File: src/rtl/uart_rx_pkg.sv
// Shared definitions for the UART receive path.
//   - Baud divisor constants: bit period minus one, in clk cycles (50 MHz clock).
//   - Receiver FSM state type.
//   - half_minus_one(): reload value for the start-bit half-period timer.
package uart_rx_pkg;

    localparam logic [15:0] B115200 = 16'd433;
    localparam logic [15:0] B57600  = 16'd867;
    localparam logic [15:0] B19200  = 16'd2603;
    localparam logic [15:0] B9600   = 16'd5207;

    typedef enum logic [1:0] {
        ST_IDLE,
        ST_START,
        ST_DATA,
        ST_STOP
    } rx_state_t;

    // H = P>>1 with P = baud+1; the counter is loaded with H-1 so that the
    // start bit is sampled exactly H cycles after the falling edge.
    function automatic logic [15:0] half_minus_one(input logic [15:0] baud);
        logic [16:0] p;
        p = {1'b0, baud} + 17'd1;
        return 16'((p >> 1) - 17'd1);
    endfunction

endpackage

File: src/rtl/uart_rx.sv
// 8N1 UART receiver. Samples rx at mid-bit, reassembles LSB-first bytes and
// holds each good byte in a valid/ready output register.
// Ports:
//   clk       in   system clock
//   rstn      in   synchronous active-low reset
//   rx        in   asynchronous serial line, idle high
//   data      out  [7:0] received byte, meaningful while valid=1
//   valid     out  byte available, held until accepted
//   ready     in   consumer accepts data when valid && ready
//   frame_err out  1-cycle pulse when the stop bit samples 0
//   overrun   out  1-cycle pulse when a good byte is dropped (data still held)
//   busy      out  1 from start-edge detect until the stop sample completes
module uart_rx
    import uart_rx_pkg::*;
#(
    parameter logic [15:0] BAUDRATE = B9600
) (
    input  logic       clk,
    input  logic       rstn,
    input  logic       rx,
    output logic [7:0] data,
    output logic       valid,
    input  logic       ready,
    output logic       frame_err,
    output logic       overrun,
    output logic       busy
);

    localparam logic [15:0] H_M1 = half_minus_one(BAUDRATE);

    logic        rx_meta;
    logic        rx_s;
    logic        rx_s_d;
    logic [1:0]  sync_fill;
    rx_state_t   state;
    logic [15:0] cnt;
    logic [2:0]  bit_idx;
    logic [7:0]  shift;
    logic        fall;
    logic        strobe;

    assign fall   = rx_s_d & ~rx_s;
    assign strobe = (state != ST_IDLE) && (cnt == '0);

    always_ff @(posedge clk) begin
        if (!rstn) begin
            rx_meta   <= 1'b1;
            rx_s      <= 1'b1;
            rx_s_d    <= 1'b0;
            sync_fill <= '0;
            state     <= ST_IDLE;
            cnt       <= '0;
            bit_idx   <= '0;
            shift     <= '0;
            data      <= '0;
            valid     <= 1'b0;
            frame_err <= 1'b0;
            overrun   <= 1'b0;
            busy      <= 1'b0;
        end else begin
            rx_meta   <= rx;
            rx_s      <= rx_meta;
            // The two synchronizer stages still carry their reset value for
            // two cycles after release; the edge-history flop only follows
            // rx_s once it reflects the line, so a line held low across
            // reset never produces a false edge.
            sync_fill <= {sync_fill[0], 1'b1};
            rx_s_d    <= rx_s & sync_fill[1];

            frame_err <= 1'b0;
            overrun   <= 1'b0;
            if (valid && ready) begin
                valid <= 1'b0;
            end

            // Counter runs only while a frame is in progress; each strobe
            // reloads a full bit period.
            if (state != ST_IDLE) begin
                cnt <= strobe ? BAUDRATE : cnt - 16'd1;
            end

            case (state)
                ST_IDLE: begin
                    if (fall) begin
                        cnt   <= H_M1;
                        state <= ST_START;
                        busy  <= 1'b1;
                    end
                end
                ST_START: begin
                    if (strobe) begin
                        if (rx_s) begin
                            state <= ST_IDLE;
                            busy  <= 1'b0;
                        end else begin
                            state   <= ST_DATA;
                            bit_idx <= '0;
                        end
                    end
                end
                ST_DATA: begin
                    if (strobe) begin
                        shift   <= {rx_s, shift[7:1]};
                        bit_idx <= bit_idx + 3'd1;
                        if (bit_idx == 3'd7) begin
                            state <= ST_STOP;
                        end
                    end
                end
                ST_STOP: begin
                    if (strobe) begin
                        state <= ST_IDLE;
                        busy  <= 1'b0;
                        if (!rx_s) begin
                            frame_err <= 1'b1;
                        end else if (!valid || ready) begin
                            // Also covers the same-cycle handshake: the
                            // accepted byte is replaced and valid stays high.
                            data  <= shift;
                            valid <= 1'b1;
                        end else begin
                            overrun <= 1'b1;
                        end
                    end
                end
                default: begin
                    state <= ST_IDLE;
                    busy  <= 1'b0;
                end
            endcase
        end
    end

endmodule

File: config.mk
export PLATFORM = sky130hd
export DESIGN_NAME = uart_rx
export DESIGN_NICKNAME = d
export VERILOG_FILES = /design/src/rtl/uart_rx_pkg.sv /design/src/rtl/uart_rx.sv
export SDC_FILE = /design/constraint.sdc
export NUM_CORES = 1
export LEC_CHECK = 0
export CAP_MARGIN = 20
export CORE_UTILIZATION = 50
export CTS_CLUSTER_SIZE = 24
export DETAILED_ROUTE_END_ITERATION = 10
export GPL_TIMING_DRIVEN = 1
export HOLD_SLACK_MARGIN = 0.15
export PLACE_DENSITY = 0.77
export SYNTH_ARGS = -nofsm -noshare
export SYNTH_HDL_FRONTEND = slang
export SYNTH_SLANG_ARGS = --single-unit
File: constraint.sdc
create_clock -name clk -period 5.3 [get_ports clk]
set_clock_uncertainty 0.05 [all_clocks]
set_input_delay 0.53 -clock clk [delete_from_list [all_inputs] [get_ports clk]]
set_output_delay 0.53 -clock clk [all_outputs]
set_load 0.1 [all_outputs]
==> flow_metrics.py <==
metrics = {
    "synth": {
        "avgSynthCellArea_um2": 9.54,
        "synthAdderAreaFrac": 0.0194,
        "yosysWarnings": 0,
        "synthXorXnorAreaFrac": 0.0271,
        "async_reset_ff_frac": 0,
        "synth_top_family_by_area": "simple AND/OR/NAND/NOR gates",
        "synthSimpleGateAreaFrac": 0.237,
        "syn-num-nets": 210,
        "ys_seq_area_frac": 0.475,
        "yosys_register_bits": 46,
        "synthMuxAreaShare": 0.0827,
        "synthCells": 203,
        "synth_compound_area_frac": 0.123,
        "synth-main-ff-cell": "dfxtp_1",
        "synth-edff-count": 0,
        "synth_area_um2": 1940,
        "ys_types": 45,
    },
    "drt": {
        "ant_nets": 0,
        "wl_met3_um": 181,
        "routedWlPerCell_um": 14.5,
        "remaining_drc_errors": 0,
        "totalWireLength_mm": 3.83,
        "drtIter0Drc": 195,
        "vias": 1489,
        "highest_layer": "met4",
        "drt_pre_antenna_iters": 4,
        "vias_per_cell": 5.64,
        "m1WireLength_mm": 1.86,
        "routed-wl-met2_mm": 1.70,
    },
    "layout": {
        "diodes": 0,
        "drive_above_1_share": 0.0926,
        "final_cell_mix": "46 x dfxtp_1, 24 x nand2_1, 16 x mux2i_1",
        "layout_commonest_cell": "dfxtp_1",
        "fin_nets": 222,
        "post-route-util": 0.594,
        "final_cells": 264,
        "design_area_um2": 2190,
        "syn2layout_area_growth_pct": 13.2,
    },
    "clock_tree": {
        "clk_latency_ps": 300,
        "cts_setup_buffers": 0,
        "cts_resized": 0,
        "ctsHoldBuffers": 0,
        "cts.root.buffer_cell": "clkbuf_8",
        "cts_buffer_depth": 2,
        "cts_buffers": 5,
        "htreeDepth": 2,
        "cts.sink_count": 46,
        "path_clk_slew_ps": 90,
        "cts_tree": "built",
    },
    "grt": {
        "antenna_found_initial": 0,
        "grt_max_degree": 30,
        "grt.total_usage": 0.205,
        "gr-total-overflow": 0,
        "grt_pass1_wl_mm": 6.44,
        "grt_pass1_vias": 1357,
    },
    "sta": {
        "setup_viol_count_final": 0,
        "fin_hold_ws_ps": 364,
        "relSlewSlack": 0.344,
        "max_freq_ghz": 0.411,
        "finalCriticalPeriod_ps": 2430,
        "slew_viol_final": 0,
        "tightest_slew_ps": 980,
        "rsz0062_at_grt": "no",
        "tns_ps": 0,
        "post-route-period-util": 0.459,
        "finalHoldViolCount": 0,
        "setup_slack_ps": 2870,
    },
    "floorplanning": {
        "die_w_um": 64.2,
        "core_area_um2": 3690,
        "die_y_um": 64.2,
        "die-area_um2": 4130,
        "core.rowCount": 22,
        "initial_core_util": 0.525,
        "boundaryPins": 16,
    },
    "hold_path": {
        "hp-class": "flop to flop",
    },
    "placement": {
        "dp.cells": 256,
        "place_area_um2": 2100,
        "gp_congestion": 0.817,
        "place_ws_ps": 2800,
        "hpwl_mm": 2.61,
        "port_buffers": 15,
    },
    "critical_path": {
        "slowest_delay_ps": 640,
        "crit_path_max_fanout": 13,
        "path_delay_family": "simple AND/OR/NAND/NOR gates",
        "worst_setup_path_end_kind": "flop",
        "crit_chain": "inv_1, ha_1, nor4b_1, nand4b_1, o21ai_0, nor3_1",
        "required_ps": 5410,
        "path_class": "flop to flop",
        "crit_arrival_ps": 2540,
        "cp_num_buf_inv": 1,
        "cpMaxStageDelayCell": "o21ai_0",
        "start_kind": "flop",
    },
    "status": {
        "outcome": "completed",
    },
    "power_and_ir_drop": {
        "p_sw_mw": 0.160,
        "p_per_area_nw_per_um2": 283,
        "internal-power_mw": 0.459,
        "clkPwrFrac": 0.343,
        "report.power.total_mw": 0.620,
        "cellLeakagePower_nw": 0.755,
        "seqPwrFrac": 0.574,
        "combPwrFrac": 0.083,
        "swShare": 0.259,
        "ir_drop_mv": 0.141,
    },
    "run": {
        "maxCapViolations": 0,
    },
}
## final timing paths
path | slack [ps] | cells after the start | start | to
setup / recovery | 2870 | 6 | cnt[0]$_SDFF_PN0_ | cnt[11]$_SDFF_PN0_
hold / removal | 360 | 1 | rx_meta$_SDFF_PN1_ | rx_s$_SDFF_PN1_
setup reg to reg | 2870 | 6 | cnt[0]$_SDFF_PN0_ | cnt[11]$_SDFF_PN0_
hold reg to reg | 360 | 1 | rx_meta$_SDFF_PN1_ | rx_s$_SDFF_PN1_
## Yosys cell counts, types with 4 or more instances
cell type,n,area share
o31ai_1,5,0.019
dfxtp_1,46,0.48
nand3_1,6,0.016
nor2_1,12,0.023
a21oi_1,9,0.023
or4_1,4,0.016
inv_1,6,0.012
nand2_1,24,0.047
clkbuf_1,9,0.017
mux2i_1,16,0.083
o21ai_0,8,0.021
a211oi_1,4,0.016
## state kept, by name (all words and copies together) (netlist names), 2 cells and up, named ones only
signal	cells
sync_fill	2
data	8
cnt	16
bit_idx	3
shift	8
## worst register-to-register path: stages, from the launching register on
cell and delay (ps):
dfxtp_1 340, inv_1 60, ha_1 170, nor4b_1 390, nand4b_1 500, o21ai_0 640
nor3_1 140
## cells by family after synthesis
family                   count (synthesis)
adder cells (fa/ha/maj)                  3
buffers and inverters                   16
flip-flops                              46
multiplexers                            16
XOR/XNOR                                 6
AO/OA/AOI/OAI                           37
AND/OR/NAND/NOR                         79
## metal layers
metal	GRT usage	vias to the layer above
li1	-	757
met1	0.274	680
met2	0.300	42
met3	0.0714	10
met4	0.0833	0
met5	0	-
## power groups by stage
stage               combinational, mW  sequential [mW]  clock, mW
finish                         0.0511            0.356      0.213
CTS                            0.0503            0.356      0.215
floorplan                      0.0404            0.364          0
detailed placement             0.0500            0.364          0
global route                   0.0564            0.357      0.231
global placement               0.0490            0.364          0
## cell type report
cell class              instances  area (µm²)
multi-input cells             141         948
repair buffers                 15         150
fillers                       328        1500
clock buffers                   5        68.8
well taps                      48        60.1
clock inverters                 3        21.3
flip-flops and latches         46         921
inverters                       6        22.5
No activity file was read; power rests on OpenSTA's default activity.
